### src/rtl/gpio_pkg.sv
// Shared types and constants for the GPIO-driven BCD seven-segment display.
package gpio_pkg;
  typedef enum logic [1:0] {IDLE, SHIFT, DONE} state_t;

  localparam int NDIGITS = 10;
  localparam int NSHOW   = 8;

  localparam logic [6:0] SEG_BLANK = 7'b1111111;

  // Active-low {g,f,e,d,c,b,a} patterns, indexed by digit value.
  localparam logic [9:0][6:0] SEG_TABLE = {
    7'b0010000,  // 9
    7'b0000000,  // 8
    7'b1111000,  // 7
    7'b0000010,  // 6
    7'b0010010,  // 5
    7'b0011001,  // 4
    7'b0110000,  // 3
    7'b0100100,  // 2
    7'b1111001,  // 1
    7'b1000000   // 0
  };
endpackage

### src/rtl/bcd7seg.sv
// Combinational BCD digit to active-low seven-segment decoder.
// Non-decimal codes decode to a blank digit.
module bcd7seg
  import gpio_pkg::*;
(
  input  logic [3:0] bcd_i,
  output logic [6:0] seg_o
);
  always_comb begin
    seg_o = SEG_BLANK;
    if (bcd_i <= 4'd9) seg_o = SEG_TABLE[bcd_i];
  end
endmodule

### src/rtl/gpio_bcd_display.sv
// Converts the CPU GPIO word to decimal by double-dabble (32 shift cycles) and
// drives eight blanked seven-segment digits plus an overflow flag.
module gpio_bcd_display
  import gpio_pkg::*;
(
  input  logic        clk,
  input  logic        rst,
  input  logic [31:0] gpio_out,
  output logic [6:0]  hex0,
  output logic [6:0]  hex1,
  output logic [6:0]  hex2,
  output logic [6:0]  hex3,
  output logic [6:0]  hex4,
  output logic [6:0]  hex5,
  output logic [6:0]  hex6,
  output logic [6:0]  hex7,
  output logic        ovf,
  output logic        busy
);
  state_t                     state_q, state_d;
  logic [4:0]                 cnt_q, cnt_d;
  logic [31:0]                src_q, src_d;
  logic [31:0]                bin_q, bin_d;
  logic [4*NDIGITS-1:0]       bcd_q, bcd_d;
  logic [NSHOW-1:0][6:0]      hex_q, hex_d;
  logic                       ovf_q, ovf_d;

  logic [4*NDIGITS-1:0]       bcd_adj;
  logic [NSHOW-1:0][6:0]      seg_w;
  logic [NSHOW-1:0][6:0]      disp_w;
  logic                       ovf_w;

  assign ovf_w = |bcd_q[4*NDIGITS-1:4*NSHOW];

  always_comb begin
    bcd_adj = '0;
    for (int i = 0; i < NDIGITS; i++) begin
      bcd_adj[4*i +: 4] = (bcd_q[4*i +: 4] >= 4'd5) ? bcd_q[4*i +: 4] + 4'd3
                                                     : bcd_q[4*i +: 4];
    end
  end

  for (genvar g = 0; g < NSHOW; g++) begin : g_dec
    bcd7seg u_dec (
      .bcd_i (bcd_q[4*g +: 4]),
      .seg_o (seg_w[g])
    );
  end

  // Walk down from the top digit; once a nonzero digit is seen everything
  // below it is shown. Overflow disables blanking entirely.
  always_comb begin
    logic seen;
    seen   = 1'b0;
    disp_w = '0;
    for (int i = NSHOW - 1; i >= 0; i--) begin
      seen      = seen | (bcd_q[4*i +: 4] != 4'd0);
      disp_w[i] = (seen || ovf_w || i == 0) ? seg_w[i] : SEG_BLANK;
    end
  end

  always_comb begin
    state_d = state_q;
    cnt_d   = cnt_q;
    src_d   = src_q;
    bin_d   = bin_q;
    bcd_d   = bcd_q;
    hex_d   = hex_q;
    ovf_d   = ovf_q;
    unique case (state_q)
      IDLE: begin
        if (gpio_out != src_q) begin
          src_d   = gpio_out;
          bin_d   = gpio_out;
          bcd_d   = '0;
          cnt_d   = 5'd0;
          state_d = SHIFT;
        end
      end
      SHIFT: begin
        {bcd_d, bin_d} = {bcd_adj[4*NDIGITS-2:0], bin_q, 1'b0};
        cnt_d          = cnt_q + 5'd1;
        if (cnt_q == 5'd31) state_d = DONE;
      end
      DONE: begin
        hex_d   = disp_w;
        ovf_d   = ovf_w;
        state_d = IDLE;
      end
      default: state_d = IDLE;
    endcase
  end

  always_ff @(posedge clk) begin
    if (rst) begin
      state_q <= IDLE;
      cnt_q   <= 5'd0;
      src_q   <= '0;
      bin_q   <= '0;
      bcd_q   <= '0;
      hex_q   <= {{(NSHOW-1){SEG_BLANK}}, SEG_TABLE[0]};
      ovf_q   <= 1'b0;
    end else begin
      state_q <= state_d;
      cnt_q   <= cnt_d;
      src_q   <= src_d;
      bin_q   <= bin_d;
      bcd_q   <= bcd_d;
      hex_q   <= hex_d;
      ovf_q   <= ovf_d;
    end
  end

  assign hex0 = hex_q[0];
  assign hex1 = hex_q[1];
  assign hex2 = hex_q[2];
  assign hex3 = hex_q[3];
  assign hex4 = hex_q[4];
  assign hex5 = hex_q[5];
  assign hex6 = hex_q[6];
  assign hex7 = hex_q[7];
  assign ovf  = ovf_q;
  assign busy = (state_q != IDLE);
endmodule

### config.mk
export PLATFORM = sky130hd
export DESIGN_NAME = gpio_bcd_display
export DESIGN_NICKNAME = d
export VERILOG_FILES = /design/src/rtl/gpio_pkg.sv /design/src/rtl/bcd7seg.sv /design/src/rtl/gpio_bcd_display.sv
export SDC_FILE = /design/constraint.sdc
export NUM_CORES = 1
export LEC_CHECK = 0
export ABC_CLOCK_PERIOD_IN_PS = 3350
export CAP_MARGIN = 30
export CORE_UTILIZATION = 61
export CTS_CLUSTER_SIZE = 14
export DETAILED_ROUTE_END_ITERATION = 7
export PLACE_DENSITY = 0.85
export SLEW_MARGIN = 25
export SYNTH_ARGS = -nofsm -noshare
export SYNTH_HDL_FRONTEND = slang
export SYNTH_HIERARCHICAL = 1
export SYNTH_SLANG_ARGS = --single-unit
### constraint.sdc
create_clock -name clk -period 3.35 [get_ports clk]
set_input_delay 0.67 -clock clk [delete_from_list [all_inputs] [get_ports clk]]
set_output_delay 0.67 -clock clk [all_outputs]
set_load 0.005 [all_outputs]
Word level (Yosys, flattened, before mapping)
Memory sizes are Yosys's and may differ from the RTL's. A register that Yosys moved wholly into a read port is not among the register bits.
Cells that the tools add are included.
{ "word_totals": {"ff_bits": 168, "mem_bits_ro": 896, "in_bits": 34, "out_inout_bits": 58, "word_cells": 150, "n_memories": 8} }
{ "classes": {"addsub": 11, "order_cmp": 26, "eq_ne": 6, "muxes": 58, "bitwise": 6, "reduce_logical": 21} }
{ "mem_list": {"columns": ["name", "depth", "word_bits", "read_ports", "rd_ports_with_merged_regs", "wr", "line", "text"], "rows": [
  ["(name not given)", 16, 7, 1, 1, 0, "bcd7seg.sv:11", "if (bcd_i <= 4'd9) seg_o = SEG_TABLE[bcd_i];"],
  ["(name not given)", 16, 7, 1, 1, 0, "bcd7seg.sv:11", null],
  ["(name not given)", 16, 7, 1, 1, 0, "bcd7seg.sv:11", null],
  ["(name not given)", 16, 7, 1, 1, 0, "bcd7seg.sv:11", null],
  ["(name not given)", 16, 7, 1, 1, 0, "bcd7seg.sv:11", null],
  ["(name not given)", 16, 7, 1, 1, 0, "bcd7seg.sv:11", null],
  ["+2 memories", null, null, null, null, null, null, null]
]} }
{ "op_table": {"columns": ["operator", "count"], "rows": [
  ["$mux 7", 23],
  ["$mux 4", 25],
  ["$pmux 40 s2", 1],
  ["$pmux 32 s2", 1],
  ["$ge 4x3->1 const B", 10],
  ["$lt 4x5->1 const B", 8],
  ["$mux 40", 1],
  ["$add 4x2->4 const B", 9],
  ["$le 4x4->1 const B", 8],
  ["$mux 32", 1],
  ["$ne 32x32->1", 1],
  ["$reduce_bool 4->1", 7],
  ["$pmux 5 s2", 1],
  ["$reduce_or 8->1", 1],
  ["$logic_or 1x1->1", 7],
  ["$or 1x1->1", 6],
  ["$reduce_and 2->1", 3],
  ["$add 5x1->5 const B", 1],
  ["$eq 5x5->1 const B", 1],
  ["$mux 5", 1],
  ["$mux 2", 2],
  ["$ne 2x2->1 const B", 2],
  ["$pmux 2 s2", 1],
  ["$reduce_bool 2->1", 2],
  ["other kinds (5)", 5]
]} }

Longest topological paths before layout
Gate-level depths: netlist (run 1).
{ "logic_depth": {"word_depth": 9, "ltp_mapped": 9, "depth_no_buf": 8} }

By module
The synthesis (run 1) kept the hierarchy.
{ "modules_own_cells": {"columns": ["mod", "n_inst", "cells_per_inst", "area_per_inst_um2", "seq_area_each_um2"], "rows": [
  ["gpio_bcd_display", 1, 906, 7463.4, 3363.2],
  ["bcd7seg", 8, 30, 206.4, 0.0]
]} }

Least setup slack after synthesis (run 1)
Ideal clock, no wire load.
{ "synth_path": {"path_type": "input port to flip-flop", "start": "input port gpio_out[22]", "end": "register bin_q[23]", "setup_time_ns": 0.074, "arrival_time_ns": 2.024, "slack_ns": 1.252, "cell_stages": 8, "cell_sequence": "xor2_1 -> nor4_1 -> nand4_1 -> o21ai_1 -> buf_4 -> buf_2 -> nand3_1 -> a31oi_1"} }
{ "synth_between": {"elab_chain_cells": 3} }
{ "synth_lines": {"columns": ["element", "line", "text"], "rows": [
  ["from (decl)", "gpio_bcd_display.sv:8", "input logic [31:0] gpio_out,"],
  ["$ne 32x32->1", "gpio_bcd_display.sv:72", "if (gpio_out != src_q) begin"],
  ["$ne 2x2->1 (no line)", null, null],
  ["$reduce_and 2->1 (no line)", null, null],
  ["to (signal assigned)", "gpio_bcd_display.sv:107", "bin_q <= bin_d;"],
  ["to (decl)", "gpio_bcd_display.sv:23", "logic [31:0] bin_q, bin_d;"]
]} }
Every way passes these cells.
A chain may end at the register's enable or synchronous reset.

Worst setup path after layout (run 1)
{ "layout_path": {"start": "input port gpio_out[30]", "end": "register bin_q[21]"} }
The elaborated chain is that of the path after synthesis.

==> run summary, run 1 <==
Post-synth top cells -> nand2_1, dfxtp_1, a21oi_1
final core occ -> 72.7%
total track usage -> 26.7%
core footprint -> 0.0145 mm²
area leader, netlist -> dfxtp_1
Power, Total -> 4370 µW
die area -> 0.0154 mm²
final setup fails -> 0
DRC violations left -> 0
CP delay by family, top -> simple AND/OR/NAND/NOR gates
CTS tree -> done
CP Depth -> 8
R2R setup slack -> 870 ps
Hold Buf Count CTS -> 0
clk root buf -> clkbuf_16
Avg Vias per Cell -> 5.93
Final ANT Viol Nets -> 0
ys async rst share -> 0%
YS warnings -> 6
FMAX -> 352 MHz
htree depth -> 4
Ports -> 92
Hold WC Path Type -> register to register
worst setup path start -> gpio_out[30]
nets@finish -> 1288
routed via count -> 8190
CP Class -> input port to register
final worst path period need -> 2840 ps
Slew @ Worst Pin -> 842 ps
pwr dens -> 413 mW/mm²
sequential area share after synthesis -> 36.9%
Worst Path Arrival -> 3190 ps
largest net degree at the start of global routing -> 117
Area contributors post-synth -> dfxtp_1, ha_1, nand2_1
CTS Buffer Depth -> 2
most frequent cell after synthesis -> nand2_1
Cells after Synth -> 1146
port bufs -> 91
crit path capture -> bin_q[21]$_SDFFE_PP0P_
R2R Path End -> bin_q[21]$_SDFFE_PP0P_
Max Cap Viol -> 0
Mapped Area -> 0.00911 mm²
Synth cell types -> 46
Pre-antenna DRT Iters -> 5
Num CTS Buffers -> 17
drt wl/cell -> 14.7 µm
slowest CP cell -> nor4_1
Post-DP HPWL -> 12900 µm
TNS Setup -> 0 ps
DR iter-0 viols -> 543
Yosys reg bits -> 168
Critical R2R Launch -> src_q[30]$_SDFFE_PP0P_
layout cell share with drive strength beyond 1 -> 5.27%
first-pass GRT wire length -> 34700 µm
outcome -> finished clean
post-CTS sizing -> 0
Max Transition Viols Final -> 0
area grow syn2layout -> 16.0%
Initial Utilization -> 62.7%
critical path endpoint category -> register
number of buffers added for setup after CTS -> 0
antenna cells -> 0
gpl congestion -> 0.847
slowest stage delay, CP -> 610 ps
grt total ovfl -> 0
total wire length -> 20300 µm
Synth Net Count -> 1250
crit path max fanout -> 40
crit path launch type -> input port
Die X -> 124 µm
Lkg Pwr -> 0.00389 µW
antenna violations before repair -> 0
clk sink count -> 168
cell count of the worst reg-to-reg path -> 7
Hold Crit Depth -> 2
Final Hold Fails -> 0
Die Ht -> 124 µm
Worst-Skew Late Latency -> 430 ps
Post-Syn Area per Cell -> 7.95 µm²
Tcrit/Tclk final -> 84.7%
Setup Skew -> 9.13 ps
Synth top area share -> 36.9%
VDD IR max -> 0.374 mV
# rows -> 44
CP required -> 3700 ps
RSZ-0062 raised after global routing -> no
CP bufs+invs -> 2
clock-pin slew on the worst setup and hold paths -> 70 ps
ys flop type -> dfxtp_1
crit path cell chain -> clkdlybuf4s50_1, xor2_1, nor4_1, nand4_1, o21ai_4, buf_4, nand3_1, a31oi_1
Max transition margin -> 43.8%
Post-synth EDFFs -> 0
vias in the first global route -> 7534
-- cell usage in the layout, fill, tap and decap left out, types with 9 or more instances in the layout --
master           count
a21oi_1            114
a31oi_1             50
buf_4               11
clkbuf_16           17
clkdlybuf4s50_1     90
dfxtp_1            168
ha_1                70
inv_1               46
mux2i_1              9
nand2_1            173
nand2b_1            14
nand3_1             86
nor2_1              73
nor3_1              17
o211ai_1            31
o21ai_0             32
o21ai_1             11
o22ai_1             42
xnor2_1             11
xor2_1              41
-- layout make-up --
cell class,instances,area [µm²]
tap,184,230
clock buffer,18,429
multi-input combinational,847,5200
fill,1145,3960
sequential,168,3360
clock inverter,13,148
timing repair buffer,103,1020
inverter,47,176
-- per-layer routing --
metal  GRT usage, %  part of all wire (%)
met1           33.6                    44
met3           5.26                   4.4
met4           9.92                   2.1
met5              0                     0
met2           44.9                    49
-- where the power goes --
part	switching [µW]	internal (µW)	total [µW]
registers	38.2	2060	2100
logic	208	121	329
clock network	845	1100	1950
total	1090	3280	4370
-- how the worst min path moves through the flow --
stage                           start                    end  slack [ps]
4_1_cts          hex0[5]$_SDFFE_PP0N_   hex0[5]$_SDFFE_PP0N_         460
3_5_place_dp     hex0[5]$_SDFFE_PP0N_   hex0[5]$_SDFFE_PP0N_         450
2_1_floorplan  bin_q[31]$_SDFFE_PP0P_  bcd_q[0]$_SDFFE_PP0P_         440
5_1_grt         src_q[2]$_SDFFE_PP0P_  src_q[2]$_SDFFE_PP0P_         480
6_report         hex0[5]$_SDFFE_PP0N_   hex0[5]$_SDFFE_PP0N_         450
3_3_place_gp     hex0[2]$_SDFFE_PP0N_   hex0[2]$_SDFFE_PP0N_         450
-- metrics by stage --
step / cells / setup slack (ps) / hold slack (ps) / cell area (µm²)
final: 1380 / 513 / 455 / 10600
after global placement: 1349 / 292 / 445 / 10000
after global routing: 1380 / 547 / 479 / 10600
after floorplan: 1146 / 1250 / 437 / 9110
after detailed placement: 1349 / 272 / 449 / 10000
after CTS: 1380 / 665 / 457 / 10600
-- flip-flops by register name, summed over array words and instances (netlist names) --
| register | count |
|---|---|
| bcd_q | 40 |
| hex0 | 7 |
| ovf | 1 |
| hex2 | 7 |
| hex5 | 7 |
| bin_q | 32 |
| src_q | 32 |
| hex3 | 7 |
| hex4 | 7 |
| hex1 | 7 |
| hex6 | 7 |
| state_q | 2 |
| hex7 | 7 |
| cnt_q | 5 |
-- tightest hold or removal path, cell delays in order, from the launching register on --
cell     delay, ps
dfxtp_1        310
nand2_1         50
a21oi_1         50
-- kinds of logic after synthesis --
logic type	synth area share, %
simple gates	19.5
buf+inv	6.37
compound gates	21.6
mux	0.988
xor+xnor	5.00
flops	36.9
fa+ha+maj	9.61
No activity file was read; power rests on OpenSTA's default activity.
==> inputs of run 2 (changes only) <==
Settings changed: ABC_CLOCK_PERIOD_IN_PS 3350 to 2900, CORE_UTILIZATION 61 to 57, PLACE_DENSITY 0.85 to 0.8.
Clock period 3.35 ns to 2.9 ns, I/O delays scaled along.
==> run summary, run 2 (same netlist as run 1, synthesis figures left out) <==
CP most frequent cell -> buf_12
port bufs -> 91 (unchanged)
CTS tree -> done
Clk pwr share -> 43.8% (-0.8 points)
post-CTS sizing -> 0 (unchanged)
largest net degree at the start of global routing -> 51 (-56%)
core footprint -> 0.0154 mm² (+6.1%)
Num CTS Buffers -> 17 (unchanged)
DR iter-0 viols -> 587 (+8.1%)
TNS Setup -> 0 ps (unchanged)
pwr dens -> 469 mW/mm² (+14%)
crit path cell chain -> clkdlybuf4s50_1, xor2_1, nor4_1, nand4_1, o21ai_4, buf_12, buf_12, nand3_1, a31oi_1
Setup Skew -> 8.02 ps (-1.11 ps)
Comb power frac -> 8.1% (+0.6 points)
clock-pin slew on the worst setup and hold paths -> 70 ps (about the same)
Die Ht -> 128 µm (+3.4%)
Most flops, register -> bcd_q
number of buffers added for setup after CTS -> 0 (unchanged)
die area -> 0.0165 mm² (+6.9%)
Avg Vias per Cell -> 5.73 (-3.4%)
Pre-antenna DRT Iters -> 5 (unchanged)
CP bufs+invs -> 3 (+1)
crit path max fanout -> 21 (-48%)
clk root buf -> clkbuf_16
htree depth -> 4 (unchanged)
Initial Utilization -> 59.1% (-3.6 points)
outcome -> finished clean
Post-DP HPWL -> 13800 µm (+6.9%)
Worst Path Arrival -> 2780 ps (-410 ps)
FMAX -> 412 MHz
vias in the first global route -> 7474 (-0.80%)
final core occ -> 69.6% (-3.2 points)
layout cell share with drive strength beyond 1 -> 6.14% (+0.87 points)
biggest regs -> bcd_q: 40 flops, bin_q: 32 flops, src_q: 32 flops
Max Cap Viol -> 0 (unchanged)
Tcrit/Tclk final -> 83.7%
Switching Power -> 1270 µW (+16%)
Hold Crit Depth -> 2 (unchanged)
slowest CP cell -> clkdlybuf4s50_1
area grow syn2layout -> 17.8%
VDD IR max -> 0.462 mV (+23%)
Die X -> 128 µm (+3.4%)
Worst-Skew Late Latency -> 430 ps (about the same)
Fill cells -> 1289 (+13%)
RSZ-0062 raised after global routing -> no
antenna cells -> 0 (unchanged)
Max transition margin -> 52.4% (+8.7 points)
Slew @ Worst Pin -> 713 ps (-128 ps)
total wire length -> 20600 µm (+1.6%)
Final ANT Viol Nets -> 0 (unchanged)
Net Sw Frac -> 25.2% (+0.21 points)
total track usage -> 25.9% (-0.80 points)
nets@finish -> 1297 (+0.70%)
commonest non-fill, non-tap cell in the layout -> nand2_1
final worst path period need -> 2430 ps
final setup fails -> 0 (unchanged)
Internal -> 3770 µW (+15%)
slowest stage delay, CP -> 450 ps (-160 ps)
Ports -> 92 (unchanged)
Lkg Pwr -> 0.00395 µW (+1.6%)
Max Transition Viols Final -> 0 (unchanged)
fin area -> 0.0107 mm² (+1.5%)
Power, Total -> 5040 µW (+15%)
routed via count -> 8122 (-0.83%)
DP Area -> 0.0102 mm² (+1.6%)
Hold WC Path Type -> register to register
CP delay by family, top -> buffers and inverters
DRC violations left -> 0 (unchanged)
sequential share of power -> 48.0% (about the same)
CP required -> 3250 ps (-450 ps)
critical path endpoint category -> register
CTS Buffer Depth -> 2 (unchanged)
antenna violations before repair -> 0 (unchanged)
commonest non-fill, non-tap cells in the layout -> nand2_1, dfxtp_1, a21oi_1
crit path launch type -> input port
Final Hold Fails -> 0 (unchanged)
gpl congestion -> 0.821 (-3.0%)
CP Class -> input port to register
max reg flops -> 40 (unchanged)
first-pass GRT wire length -> 35000 µm (+0.80%)
grt total ovfl -> 0 (unchanged)
drt wl/cell -> 14.6 µm (-1.1%)
CP Depth -> 9 (+1)
Hold Buf Count CTS -> 0 (unchanged)
# rows -> 45 (+2.3%)
cell count of the worst reg-to-reg path -> 8 (+1)
clk sink count -> 168 (unchanged)
run 2: per-layer routing:
metal	share of wire, %	vias up	GRT usage (%)	wire (µm)
met1	46	3794	33.6	9560
met5	0	-	0	0
met3	4.0	34	4.41	835
met2	48	201	43.5	9870
li1	-	4093	-	-
met4	1.7	0	8.58	359
run 2: power groups by stage:
stage	Combinational, µW	Clock [µW]	Sequential (µW)
after floorplan	247	0	2460
after global placement	399	0	2470
after detailed placement	405	0	2470
after CTS	407	2240	2420
after global routing	448	2340	2430
final	410	2210	2420
run 2: worst paths after layout:
path | startpoint | endpoint | slack (ps)
worst max register to register | bcd_q[28]$_SDFFE_PP0P_ | hex4[5]$_SDFFE_PP1N_ | 530
worst max-delay path | gpio_out[22] | bin_q[9]$_SDFFE_PP0P_ | 470
worst min-delay path | hex0[0]$_SDFFE_PP0N_ | hex0[0]$_SDFFE_PP0N_ | 460
worst min register to register | hex0[0]$_SDFFE_PP0N_ | hex0[0]$_SDFFE_PP0N_ | 460
run 2: worst reg2reg max path: stages (launching register included):
cell	delay, ps
dfxtp_1	400
inv_1	110
ha_1	220
or3b_2	510
nor4_4	200
and2_1	440
a31o_4	270
o22ai_1	90
nand2_1	70
run 2: stage by stage:
step	hold slack, ps	std cells	setup WS, ps
finish	457	1417	473
global route	474	1417	349
CTS	459	1417	482
detailed placement	450	1385	45.4
global placement	445	1385	112
floorplan	437	1146	892
run 2: area by class of cell:
type,instances,area (µm²),area share (%)
multi-input cells,847,5200,48.5
flip-flops and latches,168,3360,31.3
repair buffers,112,1150,10.7
clock buffers,19,453,4.22
well taps,211,264,2.46
inverters,47,176,1.64
clock inverters,13,121,1.13
==> inputs of run 3 (changes only) <==
Settings changed: ABC_CLOCK_PERIOD_IN_PS 2900 to 2040, CORE_UTILIZATION 57 to 51, PLACE_DENSITY 0.8 to 0.76.
Clock period 2.9 ns to 2.04 ns, I/O delays scaled along.
==> run summary, run 3 (same netlist as run 1, synthesis figures left out) <==
crit path max fanout -> 18 (-14%)
crit path launch type -> register
Worst Path Arrival -> 2390 ps (-390 ps)
Setup Skew -> 8.30 ps (+0.284 ps)
Multi-input gate area -> 0.00540 mm² (+3.8%)
port bufs -> 91 (unchanged)
max reg flops -> 40 (unchanged)
Power, Total -> 7340 µW (+46%)
Lkg Pwr -> 0.00436 µW (+10%)
Ports -> 92 (unchanged)
gpl congestion -> 0.845 (+2.8%)
Fill cells -> 1413 (+9.6%)
FF/Latch Area -> 0.00337 mm² (+0.19%)
total wire length -> 21900 µm (+6.0%)
Hold Crit Depth -> 2 (unchanged)
Pre-antenna DRT Iters -> 5 (unchanged)
Tcrit/Tclk final -> 99.1%
DR iter-0 viols -> 632 (+7.7%)
Initial Utilization -> 52.5% (-6.6 points)
cell count of the worst reg-to-reg path -> 9 (+1)
TNS Setup -> 0 ps (unchanged)
VDD IR max -> 0.620 mV (+34%)
Num CTS Buffers -> 17 (unchanged)
pwr dens -> 640 mW/mm² (+36%)
critical path endpoint category -> register
Most flops, register -> bcd_q
# rows -> 48 (+6.7%)
Max Transition Viols Final -> 0 (unchanged)
CTS Buffer Depth -> 2 (unchanged)
clock-pin slew on the worst setup and hold paths -> 70 ps (about the same)
die area -> 0.0184 mm² (+12%)
antenna violations before repair -> 0 (unchanged)
first-pass GRT wire length -> 35800 µm (+2.3%)
commonest non-fill, non-tap cell in the layout -> nand2_1
final core occ -> 66.1% (-3.5 points)
CP bufs+invs -> 3 (unchanged)
commonest non-fill, non-tap cells in the layout -> nand2_1, dfxtp_1, a21oi_1
Die Ht -> 136 µm (+5.6%)
Die X -> 136 µm (+5.6%)
clk root buf -> clkbuf_16
Final Hold Fails -> 0 (unchanged)
vias in the first global route -> 7541 (+0.90%)
slowest stage delay, CP -> 330 ps (-120 ps)
layout cell share with drive strength beyond 1 -> 13.2% (+7.0 points)
CP Class -> register to register
Hold WC Path Type -> input port to register
Max Cap Viol -> 0 (unchanged)
largest net degree at the start of global routing -> 70 (+37%)
RSZ-0062 raised after global routing -> yes
final worst path period need -> 2020 ps
Final ANT Viol Nets -> 0 (unchanged)
htree depth -> 4 (unchanged)
nets@finish -> 1350 (+4.1%)
Placed Cells -> 1446 (+4.4%)
CP most frequent cell -> buf_12
antenna cells -> 0 (unchanged)
Max transition margin -> 61.3% (+8.8 points)
core footprint -> 0.0174 mm² (+13%)
total track usage -> 24.1% (-1.8 points)
final cell count without fillers -> 1484 (+4.7%)
DRC violations left -> 0 (unchanged)
Slew @ Worst Pin -> 580 ps (-134 ps)
drt wl/cell -> 14.7 µm (+1.2%)
CP delay by family, top -> simple AND/OR/NAND/NOR gates
CP Depth -> 9 (unchanged)
grt total ovfl -> 0 (unchanged)
area grow syn2layout -> 25.8%
CP required -> 2410 ps (-840 ps)
Worst-Skew Late Latency -> 440 ps (about the same)
Post-DP HPWL -> 14700 µm (+6.9%)
final setup fails -> 0 (unchanged)
Hold Buf Count CTS -> 0 (unchanged)
Avg Vias per Cell -> 5.67 (-1.1%)
FMAX -> 494 MHz
routed via count -> 8414 (+3.6%)
CTS tree -> done
slowest CP cell -> dfxtp_2
clk sink count -> 168 (unchanged)
hold slack -> 352 ps (-105 ps)
biggest regs -> bcd_q: 40 flops, bin_q: 32 flops, src_q: 32 flops
crit path cell chain -> xor2_1, nor4_1, buf_4, nand4_1, o21ai_4, buf_12, buf_12, nand3_1, a31oi_1
outcome -> finished clean
==> run 3: cell types whose count changed in the layout (fill, tap and decap cells not counted), moves of 7 or more <==
cell,delta
clkdlybuf4s50_1,-12
o22ai_2,+9
nand3_1,-8
dlygate4sd2_1,+7
o22ai_1,-9
nand3_2,+7
buf_4,+44
==> run 3: power breakdown <==
group	total (µW)	internal [µW]	leakage, µW	switching, µW
clock	3220	1780	0.000284	1450
combinational	677	291	0.00271	385
sequential	3440	3380	0.00137	66.5
==> run 3: cell type report <==
class | instances | share of cell area [%]
clock buffer | 19 | 3.95
clock inverter | 13 | 1.17
inverter | 47 | 1.54
multi-input combinational | 847 | 47.1
sequential | 168 | 29.4
tap | 225 | 2.45
timing repair buffer | 165 | 14.4
==> run 3: worst register-to-register path, delay by kind of cell (launching register included) <==
family / cells / cell delay, ps
buf+inv: 3 / 530
compound gates: 2 / 400
xor+xnor: 1 / 160
flops: 1 / 330
simple gates: 3 / 540
==> run 3: metrics by stage <==
| stage | setup WS (ps) | cell area, µm² |
|---|---|---|
| 6_report | 17.4 | 11500 |
| 5_1_grt | -77.3 | 11500 |
| 4_1_cts | -71.6 | 11300 |
| 3_5_place_dp | -574 | 10600 |
| 3_3_place_gp | -462 | 10600 |
| 2_1_floorplan | 64.9 | 9110 |
==> run 3: repair_timing <==
item / 4_1_cts / 5_1_grt
pin swaps: 11 / 21
buffers inserted: 1 / 2
resized for setup: 29 / 31
cloned: 0 / 3
setup endpoints to repair: 107 / 149
==> run 3: final timing paths <==
path                               start                      to  slack [ps]
setup / recovery  src_q[23]$_SDFFE_PP0P_  bin_q[12]$_SDFFE_PP0P_          20
hold / removal                       rst  bcd_q[20]$_SDFFE_PP0P_         350
setup reg to reg  src_q[23]$_SDFFE_PP0P_  bin_q[12]$_SDFFE_PP0P_          20
hold reg to reg     hex0[4]$_SDFFE_PP0N_    hex0[4]$_SDFFE_PP0N_         450
==> run 3: routing by layer <==
metal | up-vias | global-route usage [%] | routed length, µm
met5 | - | 0 | 0
met4 | 0 | 6.99 | 340
met3 | 28 | 4.75 | 937
met2 | 210 | 40.7 | 10600
met1 | 3969 | 30.9 | 9960
li1 | 4207 | - | -
